`config.mk`:
```
export PLATFORM = sky130hd
export DESIGN_NAME = serial_add_ctrl
export DESIGN_NICKNAME = d
export VERILOG_FILES = /design/src/rtl/serial_add_ctrl.sv
export SDC_FILE = /design/constraint.sdc
export NUM_CORES = 1
export LEC_CHECK = 0
export BUFFER_PORTS_ARGS = -buffer_cell sky130_fd_sc_hd__buf_2
export CAP_MARGIN = 5
export CELL_PAD_IN_SITES_DETAIL_PLACEMENT = 1
export CELL_PAD_IN_SITES_GLOBAL_PLACEMENT = 2
export CORE_MARGIN = 1
export CORE_UTILIZATION = 34
export DETAILED_ROUTE_END_ITERATION = 8
export GPL_ROUTABILITY_DRIVEN = 0
export PLACE_DENSITY = 0.8
export SLEW_MARGIN = 20
export SYNTH_ARGS = -nofsm -noshare
export SYNTH_HDL_FRONTEND = slang
export SYNTH_SLANG_ARGS = --single-unit
```
`constraint.sdc`:
```
create_clock -name clk -period 2 [get_ports clk]
set_clock_uncertainty 0.1 [all_clocks]
set_input_delay 0.6 -clock clk [delete_from_list [all_inputs] [get_ports clk]]
set_output_delay 0.6 -clock clk [all_outputs]
set_load 0.02 [all_outputs]
```
`src/rtl/serial_add_ctrl.sv`:
```
// serial_add_ctrl: valid/ready wrapped bit-serial adder, LSB-first, one bit per clock
module serial_add_ctrl #(
   parameter int WIDTH = 8
) (
   input  logic             clk,
   input  logic             rst_n,
   input  logic             in_valid,
   output logic             in_ready,
   input  logic [WIDTH-1:0] a,
   input  logic [WIDTH-1:0] b,
   input  logic             cin,
   output logic             out_valid,
   input  logic             out_ready,
   output logic [WIDTH-1:0] sum,
   output logic             cout,
   output logic             busy
);
   localparam int CW = (WIDTH > 1) ? $clog2(WIDTH) : 1;
   typedef enum logic [1:0] {IDLE, RUN, DONE} state_t;
   state_t           r_state, w_next;
   logic [WIDTH-1:0] r_a, r_b, r_res, r_sum, w_res;
   logic [CW-1:0]    r_cnt;
   logic             r_carry, r_cout, w_s, w_c, w_last;
   assign w_s    = r_a[0] ^ r_b[0] ^ r_carry;
   assign w_c    = (r_a[0] & r_b[0]) | (r_a[0] & r_carry) | (r_b[0] & r_carry);
   assign w_res  = (r_res >> 1) | (WIDTH'(w_s) << (WIDTH - 1));
   assign w_last = r_cnt == CW'(WIDTH - 1);
   always_comb begin
      w_next = r_state;
      case (r_state)
         IDLE:    w_next = in_valid ? RUN : IDLE;
         RUN:     w_next = w_last ? DONE : RUN;
         DONE:    w_next = out_ready ? IDLE : DONE;
         default: w_next = IDLE;
      endcase
   end
   always_ff @(posedge clk or negedge rst_n) begin
      if (!rst_n) begin
         r_state <= IDLE;
         r_a     <= '0;
         r_b     <= '0;
         r_res   <= '0;
         r_sum   <= '0;
         r_cout  <= 1'b0;
         r_carry <= 1'b0;
         r_cnt   <= '0;
      end else begin
         r_state <= w_next;
         if (r_state == IDLE && in_valid) begin
            r_a     <= a;
            r_b     <= b;
            r_carry <= cin;
            r_cnt   <= '0;
         end
         if (r_state == RUN) begin
            r_a     <= r_a >> 1;
            r_b     <= r_b >> 1;
            r_carry <= w_c;
            r_res   <= w_res;
            r_cnt   <= r_cnt + 1'b1;
            if (w_last) begin
               r_sum  <= w_res;
               r_cout <= w_c;
            end
         end
      end
   end
   assign in_ready  = r_state == IDLE;
   assign out_valid = r_state == DONE;
   assign busy      = r_state != IDLE;
   assign sum       = r_sum;
   assign cout      = r_cout;
endmodule

```
==> results.cfg, run 1 <==
[timing]
relSlewSlack = 0.607
fin_hold_ws_ns = 0.263
timing.final.max_slew_violations = 0
min_period_ns = 1.86
finalSetupViolCount = 0
worstMarginPinSlew_ns = 0.589
setup_tns_ns = 0
grt_setup_unrepaired = no
max_clock_freq_mhz = 537
timing.final.crit_share = 0.932
hold_viol = 0

[floorplanning]
die_area_mm2 = 0.00535
core_mm2 = 0.00479
ios = 33
die_w_um = 73.2
initial_core_util = 0.360
rows = 25
die_h_um = 73.2

[clock_tree]
cts_setup_buffers = 0
cts.sinks = 38
cts_hold_repair.buffers = 0
clk_pin_slew_ns = 0.07
clock_latency_ns = 0.29
cts_tree = done
cts.htree.levels = 2
cts_max_path_buffers = 2
cts_root_buf = clkbuf_8
cts_buffers = 5

[outcome]
status = complete, no violations

[grt]
grt_max_degree = 39
grt_util_met2 = 0.282
grt_pass1_wl_um = 6730
gr-max-usage-layer = met2
grtUsageTotal = 0.170
antenna_found_initial = 0
met3_usage = 0.0483
grt_use_met1 = 0.208
grt_pass1_vias = 1425
grt-ovfl-total = 0

[routing]
via_per_inst = 5.15
route.detailed.drc = 0
post_drt_wl_per_cell_um = 15.0
via_count = 1360
routed_wl_um = 3970
final_antenna_net_count = 0
drtPass1Iterations = 4
first_iter_violations = 18

[pwr]
peakVddDrop_mv = 0.548
leakage_nw = 0.980
power_density_mw_per_mm2 = 1580
p_total_w = 0.00325

[place]
io_buffer_count = 32
dp.cells = 256
hpwl_um = 2790

[setup_path]
r2r_end = sum[2]
rr_startpoint = r_cnt[0]
critPathTopFamily = flip-flops
crit_chain = nor2_1 -> inv_1 -> buf_2
r2r_slack_ns = 0.44
start_kind = register
required_ns = 1.30
max_stage_delay_ns = 0.45
cp-end-kind = output pin
worstPathMaxFanout = 6
rr_worst_depth = 4
cp_num_buf_inv = 2
critPathKind = reg2out
worst_path_max_delay_cell = dfrtp_1
cp.arrival_ns = 1.16

[logic_synthesis]
synth-main-ff-cell = dfrtp_1
syn_area_mm2 = 0.00172
syn_area_per_cell_um2 = 10.8
netlist.area_leader.share = 0.552
synth-async-reset-ratio = 1.00
yosysUniqueCellTypes = 24
netlist_top_cells_area = dfrtp_1, mux2_4, nor3_1
synth_edf_count = 0
yosys_warnings = 0
ys_ff_latch = 38
seq_area_frac_synth = 0.552
syn_inst = 160
synthesis.nets = 184
yosys.area.top_type = dfrtp_1

[cells_and_area]
synthToLayoutAreaGrowth_pct = 19.3
final_common_cell = dfrtp_1
nFillCells = 559
drive_above_1_share = 0.305
utilization = 0.429
fin_cells = 264
diodes = 0
nets = 220
mostFrequentLayoutCells = dfrtp_1, buf_2, nand2_1, nor3_1, o22ai_1

[worst_hold_path]
hp-class = in2async

[run]
maxCapViolCount = 0
-- stage by stage --
step           cell area (µm²)  worst slack, ns
2_1_floorplan             1720           0.0464
3_3_place_gp              1960            0.329
3_5_place_dp              1960            0.267
4_1_cts                   2050           0.0754
5_1_grt                   2050           0.0565
6_report                  2050            0.136
-- cells by family after synthesis --
logic type                 count (synthesis)  share of synthesized area
muxes                                     10                     0.0843
and+or+nand+nor                           63                      0.166
DFF                                       38                      0.552
AOI/OAI and AO/OA                         32                      0.127
buffers and inverters                     14                     0.0443
adders and majority gates                  3                     0.0262
-- layer usage --
layer / vias up / wire length, µm
met3: 2 / 180
met5: - / 0
li1: 643 / -
met1: 676 / 1770
met4: 0 / 26
met2: 39 / 1990
-- power breakdown --
part / leakage, nW / total, W / internal [W] / switching (W)
Combinational: 0.473 / 0.00132 / 0.000599 / 0.000718
Sequential: 0.459 / 0.00140 / 0.00113 / 0.000268
Clock: 0.0482 / 0.000540 / 0.000278 / 0.000262
Total: 0.980 / 0.00325 / 0.00201 / 0.00125
-- how the worst max path moves through the flow --
stage / start / to / cells after the start
after global placement: in_valid / r_b[1] / 4
after global routing: r_state[0] / busy / 3
after detailed placement: in_valid / r_b[3] / 4
after CTS: r_state[1] / out_valid / 3
final: r_state[0] / busy / 3
after floorplan: r_state[0] / busy / 4
-- final cells by class --
class / instances / area [µm²] / area share
clock buffers: 7 / 86.3 / 0.0420
clock inverters: 1 / 5.00 / 0.00244
inverters: 3 / 11.3 / 0.00548
multi-input cells: 108 / 694 / 0.338
flip-flops and latches: 38 / 952 / 0.464
well taps: 67 / 83.8 / 0.0408
repair buffers: 40 / 220 / 0.107
-- synthesized netlist by cell type (all sizes together), types with 2 or more instances --
cell type	count
nand2b	2
nor3	21
buf	10
o21ai	6
nand2	25
o32ai	8
a22o	2
o22ai	15
inv	2
nor2b	2
ha	2
dfrtp	38
nor2	12
mux2	9
-- state kept, by name, indices dropped and copies added, names as in the netlist --
register,flops
r_cnt,3
r_carry,1
cout,1
r_state,2
sum,8
r_res,7
r_b,8
r_a,8
-- what timing repair did --
action | CTS | global route
endpoints found under the setup margin | 0 | 1
hold endpoints to repair | 0 | 0
gates resized for setup | 0 | 1
Power figures use the tool's default switching activity.
==> run 2: changes to the inputs <==
--- a/config.mk
+++ b/config.mk
@@ -14,6 +14,7 @@
 export DETAILED_ROUTE_END_ITERATION = 8
 export GPL_ROUTABILITY_DRIVEN = 0
 export PLACE_DENSITY = 0.8
+export SETUP_SLACK_MARGIN = 0.5
 export SLEW_MARGIN = 20
 export SYNTH_ARGS = -nofsm -noshare
 export SYNTH_HDL_FRONTEND = slang
==> run 2 against run 1 <==
Clock-buffer cell count did not move. Die area did not move. Sequential power rose by 3%. Total power rose by 12%. Fmax rose by 6.9%. Critical path type unchanged. Via count rose by 4.6%. Flip-flop and latch count did not move. Setup slack improved by 0.12 ns. Sequential share of layout area fell by 6.5 points. Global-route usage rose by 0.91 points. Design area rose by 16%. Register-to-register slack got worse by 0.16 ns.
==> results.cfg, run 2 (synthesized netlist as in run 1, its figures left out) <==
[clock_tree]
cts.sinks = 38
clk_pin_slew_ns = 0.07
cts_buffers = 5
clock_latency_ns = 0.28
cts.htree.levels = 2
cts_root_buf = clkbuf_8
cts_hold_repair.buffers = 0
cts_tree = done
cts_max_path_buffers = 2

[pwr]
p_int_w = 0.00229
power_switching_w = 0.00137
leakage_nw = 1.11
swShare = 0.375
peakVddDrop_mv = 0.572
seqPwrFrac = 0.394
p_total_w = 0.00366
clockPowerShare = 0.134
power_density_mw_per_mm2 = 1530
pwr-share-comb = 0.472

[timing]
relSlewSlack = 0.697
max_clock_freq_mhz = 573
timing.final.max_slew_violations = 0
timing.final.crit_share = 0.872
finalSetupViolCount = 0
worstMarginPinSlew_ns = 0.455
hold_viol = 0
grt_setup_unrepaired = yes
min_period_ns = 1.74
setup_tns_ns = 0
fin_ws_ns = 0.256

[floorplanning]
ios = 33
die_w_um = 73.2
die_h_um = 73.2
rows = 25
core_mm2 = 0.00479
die_area_mm2 = 0.00535
initial_core_util = 0.360

[cells_and_area]
final_area_mm2 = 0.00239
diodes = 0
final_common_cell = dfrtp_1
mostFrequentLayoutCells = dfrtp_1, nand2_1, buf_2, buf_4, nor3_1
synthToLayoutAreaGrowth_pct = 38.7
fin_cells = 279
nets = 236
drive_above_1_share = 0.439
nFillCells = 539

[place]
placed_area_mm2 = 0.00197
hpwl_um = 2590
dp.cells = 253
pre_cts_ws_ns = 0.0928
io_buffer_count = 32

[setup_path]
start_kind = register
critPathKind = reg2out
worst_path_max_delay_cell = dfrtp_2
required_ns = 1.30
cp.arrival_ns = 1.04
critPathTopFamily = flip-flops
cp_num_buf_inv = 2
worstPathMaxFanout = 5
cp-end-kind = output pin
crit_chain = nor2_4 -> inv_2 -> buf_6
max_stage_delay_ns = 0.47

[grt]
antenna_found_initial = 0
grtUsageTotal = 0.180
grt_pass1_wl_um = 7270
grt_pass1_vias = 1574
grt_max_degree = 27
grt-ovfl-total = 0

[routing]
post_drt_wl_per_cell_um = 15.3
first_iter_violations = 22
via_per_inst = 5.10
routed_wl_um = 4260
via_count = 1422
final_antenna_net_count = 0
drtPass1Iterations = 4
route.detailed.drc = 0

[outcome]
status = complete, no violations

[run]
maxCapViolCount = 0

[worst_hold_path]
hp-class = in2async
-- run 2: worst paths after layout --
path                       startpoint    endpoint  slack (ns)  depth (start not counted)
max                        r_state[1]        busy        0.26                          3
min                             rst_n      sum[0]        0.16                          1
max reg2reg                r_state[1]      sum[3]        0.28                          7
min reg2reg                  r_res[1]    r_res[1]        0.39                          2
max in group asynchronous       rst_n  r_state[0]        1.17                          2
min in group clk             r_res[1]    r_res[1]        0.39                          2
-- run 2: stage by stage --
| stage | hold slack (ns) | util |
|---|---|---|
| 2_1_floorplan | 0.204 | - |
| 3_3_place_gp | 0.363 | 0.411 |
| 3_5_place_dp | 0.381 | 0.411 |
| 4_1_cts | 0.170 | 0.469 |
| 5_1_grt | 0.182 | 0.499 |
| 6_report | 0.161 | 0.499 |
-- run 2: worst reg2reg max path: cells and delay by family (launching register included) --
family        cells  cell delay [ns]
simple gates      2             0.19
flops             1             0.47
buf+inv           4             0.55
mux               1             0.30
-- run 2: repair_timing --
item                                    in CTS  in global routing
endpoints found under the setup margin      37                 37
cloned                                       0                  1
pin swaps                                    3                  3
setup buffers                               15                  3
resized for setup                           30                 22
-- run 2: layer usage --
layer  part of all wire  track usage  vias up
met2               0.51        0.316       28
met1               0.45        0.216      715
li1                   -            -      677
met4             0.0045       0.0523        0
met5                  0            0        -
met3              0.031       0.0456        2
-- run 2: layout make-up --
type | instances | area, µm² | area share
well taps | 67 | 83.8 | 0.0351
flip-flops and latches | 38 | 953 | 0.399
multi-input cells | 109 | 818 | 0.343
clock buffers | 7 | 76.3 | 0.0320
repair buffers | 55 | 440 | 0.184
inverters | 3 | 16.3 | 0.00681
-- run 2: power groups by stage --
stage               sequential [W]  clock [W]  combinational, W
global route               0.00149   0.000543           0.00191
floorplan                  0.00144          0          0.000944
detailed placement         0.00142          0           0.00130
global placement           0.00140          0           0.00125
finish                     0.00144   0.000490           0.00173
CTS                        0.00142   0.000508           0.00159
==> run 3: changes to the inputs <==
--- a/config.mk
+++ b/config.mk
@@ -9,6 +9,7 @@
 export CAP_MARGIN = 5
 export CELL_PAD_IN_SITES_DETAIL_PLACEMENT = 1
 export CELL_PAD_IN_SITES_GLOBAL_PLACEMENT = 2
+export CORE_ASPECT_RATIO = 1.25
 export CORE_MARGIN = 1
 export CORE_UTILIZATION = 34
 export DETAILED_ROUTE_END_ITERATION = 8
==> run 3 against run 2 <==
Final cell count stayed put. Sequential power about the same. Hold slack got worse by 0.0033 ns. Largest power group unchanged. Design area shrank 0.89%. Critical endpoint unchanged. First-iteration DRC count is 73% higher. Via count grew 1.5%. Largest cell class unchanged.
==> results.cfg, run 3 (synthesized netlist as in run 1, its figures left out) <==
[clock_tree]
cts_tree = done
cts_max_path_buffers = 2
cts.htree.levels = 2
cts_root_buf = clkbuf_8
clock_latency_ns = 0.28
cts.sinks = 38
clk_pin_slew_ns = 0.07
cts_buffers = 5
cts_hold_repair.buffers = 0

[setup_path]
start_kind = register
crit_start = r_state[1]
critPathKind = reg2out
cp-end-kind = output pin
rr_startpoint = r_state[1]
r2r_end = sum[3]
worstPathMaxFanout = 7
r2r_slack_ns = 0.50
crit_path_end = busy
rr_worst_depth = 5
cp.arrival_ns = 1.06
required_ns = 1.30

[cells_and_area]
drive_above_1_share = 0.416
utilization = 0.493
nets = 243
mostFrequentLayoutCells = dfrtp_1, buf_4, nand2_1, nor3_1, buf_2
synthToLayoutAreaGrowth_pct = 37.5
diodes = 0
final_common_cell = dfrtp_1
final_area_mm2 = 0.00237
nFillCells = 521

[grt]
grt_pass1_vias = 1568
grt_pass1_wl_um = 7330
grt-ovfl-total = 0
antenna_found_initial = 0
grt_max_degree = 21
grtUsageTotal = 0.183

[worst_hold_path]
hp-class = in2async

[pwr]
peakVddDrop_mv = 0.582
swShare = 0.367
power_density_mw_per_mm2 = 1570
clockPowerShare = 0.130
pwr-share-comb = 0.484
power_switching_w = 0.00136
seqPwrFrac = 0.386
p_int_w = 0.00235
leakage_nw = 1.12

[timing]
timing.final.crit_share = 0.881
finalSetupViolCount = 0
relSlewSlack = 0.695
grt_setup_unrepaired = yes
min_period_ns = 1.76
timing.final.max_slew_violations = 0
setup_tns_ns = 0
max_clock_freq_mhz = 568
worstMarginPinSlew_ns = 0.458
hold_viol = 0

[routing]
route.detailed.drc = 0
first_iter_violations = 38
via_per_inst = 5.17
routed_wl_um = 4390
drtPass1Iterations = 4
post_drt_wl_per_cell_um = 15.7
final_antenna_net_count = 0
via_count = 1443

[floorplanning]
die_w_um = 65.6
initial_core_util = 0.359
rows = 28
die_area_mm2 = 0.00535
core_mm2 = 0.00480
ios = 33
die_h_um = 81.6

[run]
maxCapViolCount = 0

[place]
io_buffer_count = 32
placed_area_mm2 = 0.00199
hpwl_um = 3080

[outcome]
status = complete, no violations
-- run 3: cell types whose count changed in the layout (fill, tap and decap cells not counted), sizes merged --
cell,change
buf,+8
nand2b,-1
-- run 3: per-stage QoR --
stage	instances	hold slack, ns	total power (W)	setup slack, ns
after detailed placement	248	0.392	0.00281	0.215
after global routing	279	0.179	0.00399	0.192
after global placement	248	0.372	0.00270	0.278
after CTS	273	0.166	0.00365	0.235
after floorplan	160	0.204	0.00238	0.388
final	279	0.158	0.00371	0.239
-- run 3: area by class of cell --
cell class,count,area (µm²),area share
Timing Repair Buffer,63,497,0.210
Sequential cell,38,953,0.403
Clock buffer,7,76.3,0.0322
Inverter,3,16.3,0.00687
Tap cell,60,75.1,0.0317
Multi-Input combinational cell,108,749,0.317
-- run 3: power groups by stage --
stage	combinational, W	sequential (W)	clock (W)
after floorplan	0.000944	0.00144	0
after global placement	0.00129	0.00141	0
after detailed placement	0.00136	0.00145	0
after CTS	0.00172	0.00142	0.000510
after global routing	0.00197	0.00148	0.000541
final	0.00180	0.00143	0.000484
-- run 3: repair_timing --
action | CTS | global route
buffers inserted | 18 | 6
pin swaps | 3 | 0
resized for setup | 33 | 5
setup endpoints to repair | 37 | 31
-- run 3: critical path: stages (launching register included) --
cell	delay, ns
dfrtp_2	0.48
nor2_4	0.13
inv_2	0.04
buf_6	0.12
-- run 3: worst min path at each step --
| stage | to | cells after the start | slack (ns) |
|---|---|---|---|
| floorplan | cout | 0 | 0.20 |
| global placement | r_res[1] | 2 | 0.37 |
| detailed placement | r_res[1] | 2 | 0.39 |
| CTS | r_carry | 1 | 0.17 |
| global route | r_res[4] | 1 | 0.18 |
| finish | sum[4] | 1 | 0.16 |
-- run 3: routing by layer --
metal	routed length, µm	track usage
met5	0	0
met2	2520	0.330
met4	58	0.0652
met1	1650	0.206
met3	166	0.0486
